`src/rtl/coin_pkg.sv`:
```
// Shared definitions for the coin manager: sizes, FSM states and the
// per-level coin placement table.
package coin_pkg;

  localparam int NUM_COINS  = 4;
  localparam int COIN_SIZE  = 3;
  localparam int NUM_LEVELS = 3;

  typedef enum logic [1:0] {
    LOAD = 2'd0,
    IDLE = 2'd1,
    SCAN = 2'd2,
    DONE = 2'd3
  } state_t;

  typedef struct packed {
    logic [9:0] x;
    logic [9:0] y;
    logic       en;
  } coin_slot_t;

  typedef coin_slot_t level_table_t [NUM_LEVELS][NUM_COINS];

  localparam coin_slot_t SLOT_OFF = '{x: 10'd0, y: 10'd0, en: 1'b0};

  localparam level_table_t COIN_TABLE = '{
    '{'{x: 10'd320, y: 10'd240, en: 1'b1}, SLOT_OFF, SLOT_OFF, SLOT_OFF},
    '{'{x: 10'd320, y: 10'd240, en: 1'b1},
      '{x: 10'd200, y: 10'd240, en: 1'b1},
      '{x: 10'd440, y: 10'd240, en: 1'b1}, SLOT_OFF},
    '{'{x: 10'd290, y: 10'd190, en: 1'b1},
      '{x: 10'd350, y: 10'd190, en: 1'b1},
      '{x: 10'd290, y: 10'd290, en: 1'b1},
      '{x: 10'd350, y: 10'd290, en: 1'b1}}
  };

  // Level 3 outranks level 2, which outranks level 1; no select means level 1.
  function automatic logic [1:0] level_index(input logic l1, input logic l2, input logic l3);
    logic [1:0] idx;
    idx = 2'd0;
    if (l3)      idx = 2'd2;
    else if (l2) idx = 2'd1;
    else if (l1) idx = 2'd0;
    return idx;
  endfunction

endpackage

```
`src/rtl/coin_hit.sv`:
```
// Combinational box-overlap test between the player and one coin.
module coin_hit #(
  parameter int COIN_SIZE = coin_pkg::COIN_SIZE
) (
  input  logic [9:0] player_x,
  input  logic [9:0] player_y,
  input  logic [9:0] player_s,
  input  logic [9:0] coin_x,
  input  logic [9:0] coin_y,
  output logic       hit
);

  logic signed [10:0] dx;
  logic signed [10:0] dy;
  logic        [10:0] adx;
  logic        [10:0] ady;
  logic        [10:0] limit;

  // One extra bit keeps both the difference and the limit free of wrap.
  assign dx    = $signed({1'b0, player_x}) - $signed({1'b0, coin_x});
  assign dy    = $signed({1'b0, player_y}) - $signed({1'b0, coin_y});
  assign adx   = dx[10] ? $unsigned(-dx) : $unsigned(dx);
  assign ady   = dy[10] ? $unsigned(-dy) : $unsigned(dy);
  assign limit = {1'b0, player_s} + 11'(COIN_SIZE);
  assign hit   = (adx <= limit) && (ady <= limit);

endmodule

```
`src/rtl/coin_manager.sv`:
```
// Tracks coin collection for the active level: one slot is overlap-tested
// per cycle after each frame tick, with a combinational draw read port.
module coin_manager #(
  parameter int NUM_COINS = coin_pkg::NUM_COINS,
  parameter int COIN_SIZE = coin_pkg::COIN_SIZE
) (
  input  logic                 Clk,
  input  logic                 Reset,
  input  logic                 frame_clk,
  input  logic                 Level1_Active,
  input  logic                 Level2_Active,
  input  logic                 Level3_Active,
  input  logic                 Player_Death,
  input  logic [9:0]           PlayerX,
  input  logic [9:0]           PlayerY,
  input  logic [9:0]           PlayerS,
  input  logic [1:0]           DrawIdx,
  output logic [9:0]           CoinX,
  output logic [9:0]           CoinY,
  output logic [9:0]           CoinS,
  output logic                 CoinVisible,
  output logic [NUM_COINS-1:0] CoinMask,
  output logic [2:0]           CoinCount,
  output logic                 CoinPickup,
  output logic                 AllCollected
);
  import coin_pkg::*;

  localparam int             IW        = (NUM_COINS > 1) ? $clog2(NUM_COINS) : 1;
  localparam logic [IW-1:0]  LAST_IDX  = IW'(NUM_COINS - 1);
  localparam logic [2:0]     MAX_COUNT = 3'(NUM_COINS);

  state_t               state_reg, state_next;
  logic [1:0]           level_reg, level_sel;
  logic [IW-1:0]        idx_reg, idx_next;
  logic [NUM_COINS-1:0] mask_reg, mask_next, en_mask;
  logic [2:0]           count_reg, count_next;
  logic                 all_reg, all_next;
  logic                 frame_q_reg;
  logic                 frame_edge, force_load, hit, pickup;
  coin_slot_t           scan_slot, draw_slot;

  assign level_sel  = level_index(Level1_Active, Level2_Active, Level3_Active);
  assign frame_edge = frame_clk & ~frame_q_reg;
  // LOAD itself latches the new level, so a mismatch there is not a change.
  assign force_load = Player_Death | ((level_sel != level_reg) && (state_reg != LOAD));

  assign scan_slot = COIN_TABLE[level_reg][idx_reg];
  assign draw_slot = COIN_TABLE[level_reg][DrawIdx];

  genvar gi;
  generate
    for (gi = 0; gi < NUM_COINS; gi++) begin : g_en
      assign en_mask[gi] = COIN_TABLE[level_reg][gi].en;
    end
  endgenerate

  coin_hit #(.COIN_SIZE(COIN_SIZE)) u_hit (
    .player_x (PlayerX),
    .player_y (PlayerY),
    .player_s (PlayerS),
    .coin_x   (scan_slot.x),
    .coin_y   (scan_slot.y),
    .hit      (hit)
  );

  // An aborting cycle must not report a pickup it will never register.
  assign pickup = (state_reg == SCAN) && !force_load && hit &&
                  scan_slot.en && !mask_reg[idx_reg];

  always_comb begin
    state_next = state_reg;
    idx_next   = idx_reg;
    mask_next  = mask_reg;
    count_next = count_reg;
    all_next   = all_reg;
    if (force_load) begin
      state_next = LOAD;
      mask_next  = '0;
      count_next = '0;
      all_next   = 1'b0;
    end else begin
      case (state_reg)
        LOAD: begin
          mask_next  = '0;
          count_next = '0;
          all_next   = 1'b0;
          state_next = IDLE;
        end
        IDLE: begin
          if (frame_edge) begin
            state_next = SCAN;
            idx_next   = '0;
          end
        end
        SCAN: begin
          if (pickup) begin
            mask_next[idx_reg] = 1'b1;
            if (count_reg < MAX_COUNT) count_next = count_reg + 3'd1;
          end
          if (idx_reg == LAST_IDX) state_next = DONE;
          else                     idx_next   = idx_reg + 1'b1;
        end
        DONE: begin
          all_next   = (mask_reg == en_mask);
          state_next = IDLE;
        end
        default: state_next = LOAD;
      endcase
    end
  end

  // Sample register resets high so a held-high tick cannot fake an edge.
  always_ff @(posedge Clk or posedge Reset) begin
    if (Reset) begin
      state_reg   <= LOAD;
      level_reg   <= 2'd0;
      idx_reg     <= '0;
      mask_reg    <= '0;
      count_reg   <= '0;
      all_reg     <= 1'b0;
      frame_q_reg <= 1'b1;
    end else begin
      state_reg   <= state_next;
      idx_reg     <= idx_next;
      mask_reg    <= mask_next;
      count_reg   <= count_next;
      all_reg     <= all_next;
      frame_q_reg <= frame_clk;
      if (state_reg == LOAD) level_reg <= level_sel;
    end
  end

  assign CoinX        = draw_slot.x;
  assign CoinY        = draw_slot.y;
  assign CoinS        = 10'(COIN_SIZE);
  assign CoinVisible  = draw_slot.en & ~mask_reg[DrawIdx];
  assign CoinMask     = mask_reg;
  assign CoinCount    = count_reg;
  assign CoinPickup   = pickup;
  assign AllCollected = all_reg;

endmodule
```
`config.mk`:
```
export PLATFORM = sky130hd
export DESIGN_NAME = coin_manager
export DESIGN_NICKNAME = d
export VERILOG_FILES = /design/src/rtl/coin_pkg.sv /design/src/rtl/coin_hit.sv /design/src/rtl/coin_manager.sv
export SDC_FILE = /design/constraint.sdc
export NUM_CORES = 1
export LEC_CHECK = 0
export CORE_MARGIN = 3
export CORE_UTILIZATION = 57
export DETAILED_ROUTE_END_ITERATION = 12
export PLACE_DENSITY = 0.94
export SKIP_LAST_GASP = 1
export SYNTH_ARGS = -nofsm -noshare
export SYNTH_HDL_FRONTEND = slang
export SYNTH_HIERARCHICAL = 1
export SYNTH_SLANG_ARGS = --single-unit
```
`constraint.sdc`:
```
create_clock -name Clk -period 14.4 [get_ports Clk]
set_input_delay 1.44 -clock Clk [delete_from_list [all_inputs] [get_ports Clk]]
set_output_delay 1.44 -clock Clk [all_outputs]
set_load 0.05 [all_outputs]
```
==> metrics.txt <==
Via density=5.83; clk slew on worst S/H paths=~0.060 ns; P_int=around 0.47 mW; DRC viols=0; number of port buffers=63; Crit path required time=roughly 13 ns; Peak VDD IR=~170 uV; gr ovfl total=0; Die Wd=approximately 85 microns; most used cell, CP=o21a_1; post-place setup slack=6.08 ns; switching power=about 0.58 mW; hold buffer count at CTS=0; share of layout cells above drive strength 1=5.06%; minimum hold slack=roughly 0.53 ns; fin cells=589; CP bufs+invs=3; Final Skew=approximately 0.0036 ns; # rows=28; CP max FO=11; delay-heaviest family, CP=compound AO/OA/AOI/OAI gates; wire per inst=around 15 microns; R2R Path Start=level_reg[0]; Critical path origin=PlayerY[1]; Synth Flop Type=dfrtp_1; initial antenna violation count=0; crit path capture=CoinPickup; Reg2Reg Capture Point=CoinCount[0]; die height=~85 microns; leading cell type in the layout, fill and taps excluded=clkdlybuf4s50_1; RD Place Congestion=roughly 0.85; Tmin final=8.35 ns; drt pass-1 iters=4; FF+latch count, synth=15; total wire length=approximately 8.6 mm; hpwl dp=~7.0 mm; DRT iter0 DRCs=around 130; reg2reg path depth=26; Pleak=around 1.8 nW; Core ar.=~0.006 sq mm; Setup-failing EPs final=0; CP max stage delay=0.83 ns; global-route wire length before repair=14.6 mm; ANT cells=0; Arr. time, crit path=between 6 and 7 ns; clock power share=under 10%; via count of the routed design=3,431; sequential-to-total area share from yosys stat=between 10% and 20%; Final Hold Fails=0; Fillers=473; maximum root-to-sink buffer count=2; cells after synthesis=between 400 and 500; Final ANT Viol Nets=0; setup bufs post-CTS=0; Slew HR=around three fifths; synth unique cells=68; mapped cell area=approximately 0.0036 sq mm; placed cell count=between 500 and 600; # H-tree levels=1; worst-path cell chain=clkdlybuf4s50_1 > fa_1 > a21o_1 > a221oi_2 > a21oi_1 > o21a_1 > nor2_1 > o21ai_0 > ha_1 > nor2b_1 > o21a_1 > o21a_1 > o21ai_0 > a21oi_1 > nor4_1 > a2bb2oi_1 > inv_1 > o32ai_4 > and3_1 > clkdlybuf4s50_1; CTS tree=done; Post-CTS Resized=0; Min-Delay Path Class=reg -> reg; number of global-route vias before repair=approximately 3,500; Max Cap Viol=0; RSZ-0062 raised after global routing=false; Worst setup EP type=primary output; die area=a little over 0.007 sq mm; Flop pwr share=roughly 6.3%; switch share=between 50 and 60%; final-stage net count=a little over 600; max reg flops=4; setup_tns=0 ns; most frequent cells in the layout=clkdlybuf4s50_1, ha_1, nor2_1; worst slew pin tran=about 0.6 ns; GRT Total Usage=roughly a quarter; Comb power frac=90.4%; Final Max Tran Viols=0; largest net degree at the start of global routing=16; Crit Path Category=in -> out; R2R setup slack=between 8 and 9 ns; CTS Sinks=15; pwr/cell area=252 mW/mm^2; FMAX=around 120 MHz; outcome=finished, final reports clean; Worst-Skew Late Latency=0.25 ns; Placed Area=around 0.0041 sq mm; Yosys warning count=6; I/O Pins=79; EDFF count, synth=0; Final Cell Area=roughly 0.0042 sq mm; CTS Buf Count=3; WP depth=20; Initial Util=around 59%; Tcrit/Tclk final=approximately 58%; CTS root buf=clkbuf_8; FFs w/ async S/R, synth=100%; Worst path slowest cell=clkdlybuf4s50_1; Final Worst Setup Slack=~6 ns; Area growth syn-to-layout=17.8%; syn_area_per_cell=between 7 and 8 sq um; Startpoint Class=primary input
==> routing by layer <==
metal	track usage, %	up-vias	wire length, microns
met5	0	-	0
met2	42.7	116	4210
met1	28.5	1594	3690
met3	2.82	22	495
met4	8.35	0	233
li1	-	1699	-
==> cell families (layout without fill, tap and decap cells) <==
group | after synthesis | count (layout) | synth area share (%)
flip-flops | 15 | 15 | 10.6
AND/OR/NAND/NOR | 155 | 155 | 22.1
multiplexers | 6 | 6 | 2.11
AO/OA/AOI/OAI | 109 | 109 | 22.5
other | 2 | 18 | 0.211
buffers and inverters | 71 | 106 | 9.64
adder cells (fa/ha/maj) | 60 | 60 | 21.5
XOR/XNOR | 45 | 45 | 11.3
==> synthesized netlist by cell type, types with 3 or more instances <==
cell | number | share of area [%]
mux2i_1 | 3 | 0.84
nor2_1 | 43 | 4.5
a21oi_1 | 25 | 3.5
a21o_1 | 7 | 1.5
o211ai_1 | 3 | 0.63
o21a_1 | 13 | 2.7
nand3b_1 | 5 | 1.1
ha_1 | 58 | 20
o32ai_1 | 3 | 0.74
dfrtp_1 | 14 | 9.9
xnor2_1 | 31 | 7.6
xor2_1 | 13 | 3.2
o21ai_0 | 18 | 2.5
clkbuf_1 | 9 | 0.95
nor2b_1 | 13 | 2.3
buf_4 | 19 | 4.0
inv_1 | 39 | 4.1
and2_1 | 5 | 0.88
buf_2 | 4 | 0.56
o31ai_1 | 3 | 0.63
nor3b_1 | 3 | 0.63
nand3_1 | 14 | 2.0
nand4_1 | 6 | 1.1
nand2b_1 | 6 | 1.1
nor3_1 | 8 | 1.1
nand2_1 | 37 | 3.9
a31oi_1 | 8 | 1.4
==> worst reg2reg max path, cell delays in order, from the launching register on <==
cell and delay (ns):
dfrtp_1 0.47, inv_1 0.12, ha_1 0.48, nand2_1 0.17
inv_1 0.18, o21ai_4 0.10, nand2_1 0.09, inv_1 0.06
ha_1 0.38, and3_2 0.26, a221oi_2 0.29, a21oi_1 0.14
o21a_1 0.19, nor2_1 0.46, o21ai_0 0.17, ha_1 0.34
nor2b_1 0.14, o21a_1 0.16, o21a_1 0.15, o21ai_0 0.16
a21oi_1 0.10, nor4_1 0.17, a2bb2oi_1 0.28, inv_1 0.11
o32ai_4 0.41, o22ai_2 0.16, mux2_2 0.28
==> power groups by stage <==
stage | Combinational, mW | Clock [mW] | Sequential, mW
finish | 0.953 | 0.0346 | 0.0662
global route | 1.06 | 0.0360 | 0.0681
CTS | 0.948 | 0.0343 | 0.0659
detailed placement | 0.941 | 0 | 0.0666
global placement | 0.899 | 0 | 0.0654
floorplan | 0.766 | 0 | 0.0604
==> metrics by stage <==
step / util, % / power [mW]
finish: 69.9 / 1.05
global route: 69.9 / 1.16
CTS: 69.9 / 1.05
detailed placement: 69.2 / 1.01
global placement: 69.2 / 0.965
floorplan: - / 0.826
==> worst min path at each step <==
stage                  from      endpoint  slack (ns)  depth (start not counted)
2_1_floorplan  level_reg[0]  level_reg[0]        0.62                          2
3_3_place_gp   CoinCount[2]  CoinCount[2]        0.51                          2
3_5_place_dp   AllCollected  AllCollected        0.52                          2
4_1_cts        CoinCount[2]  CoinCount[2]        0.53                          2
5_1_grt        CoinCount[1]  CoinCount[1]        0.59                          1
6_report       CoinCount[2]  CoinCount[2]        0.53                          2
==> cell type report <==
cell class	count	area, sq um	share of cell area (%)
Multi-Input combinational cell	393	2900	69.1
Timing Repair Buffer	63	631	15.1
Sequential cell	15	377	8.99
Inverter	39	146	3.50
Tap cell	75	93.8	2.24
Clock buffer	4	45.0	1.08
Power figures use the tool's default switching activity.
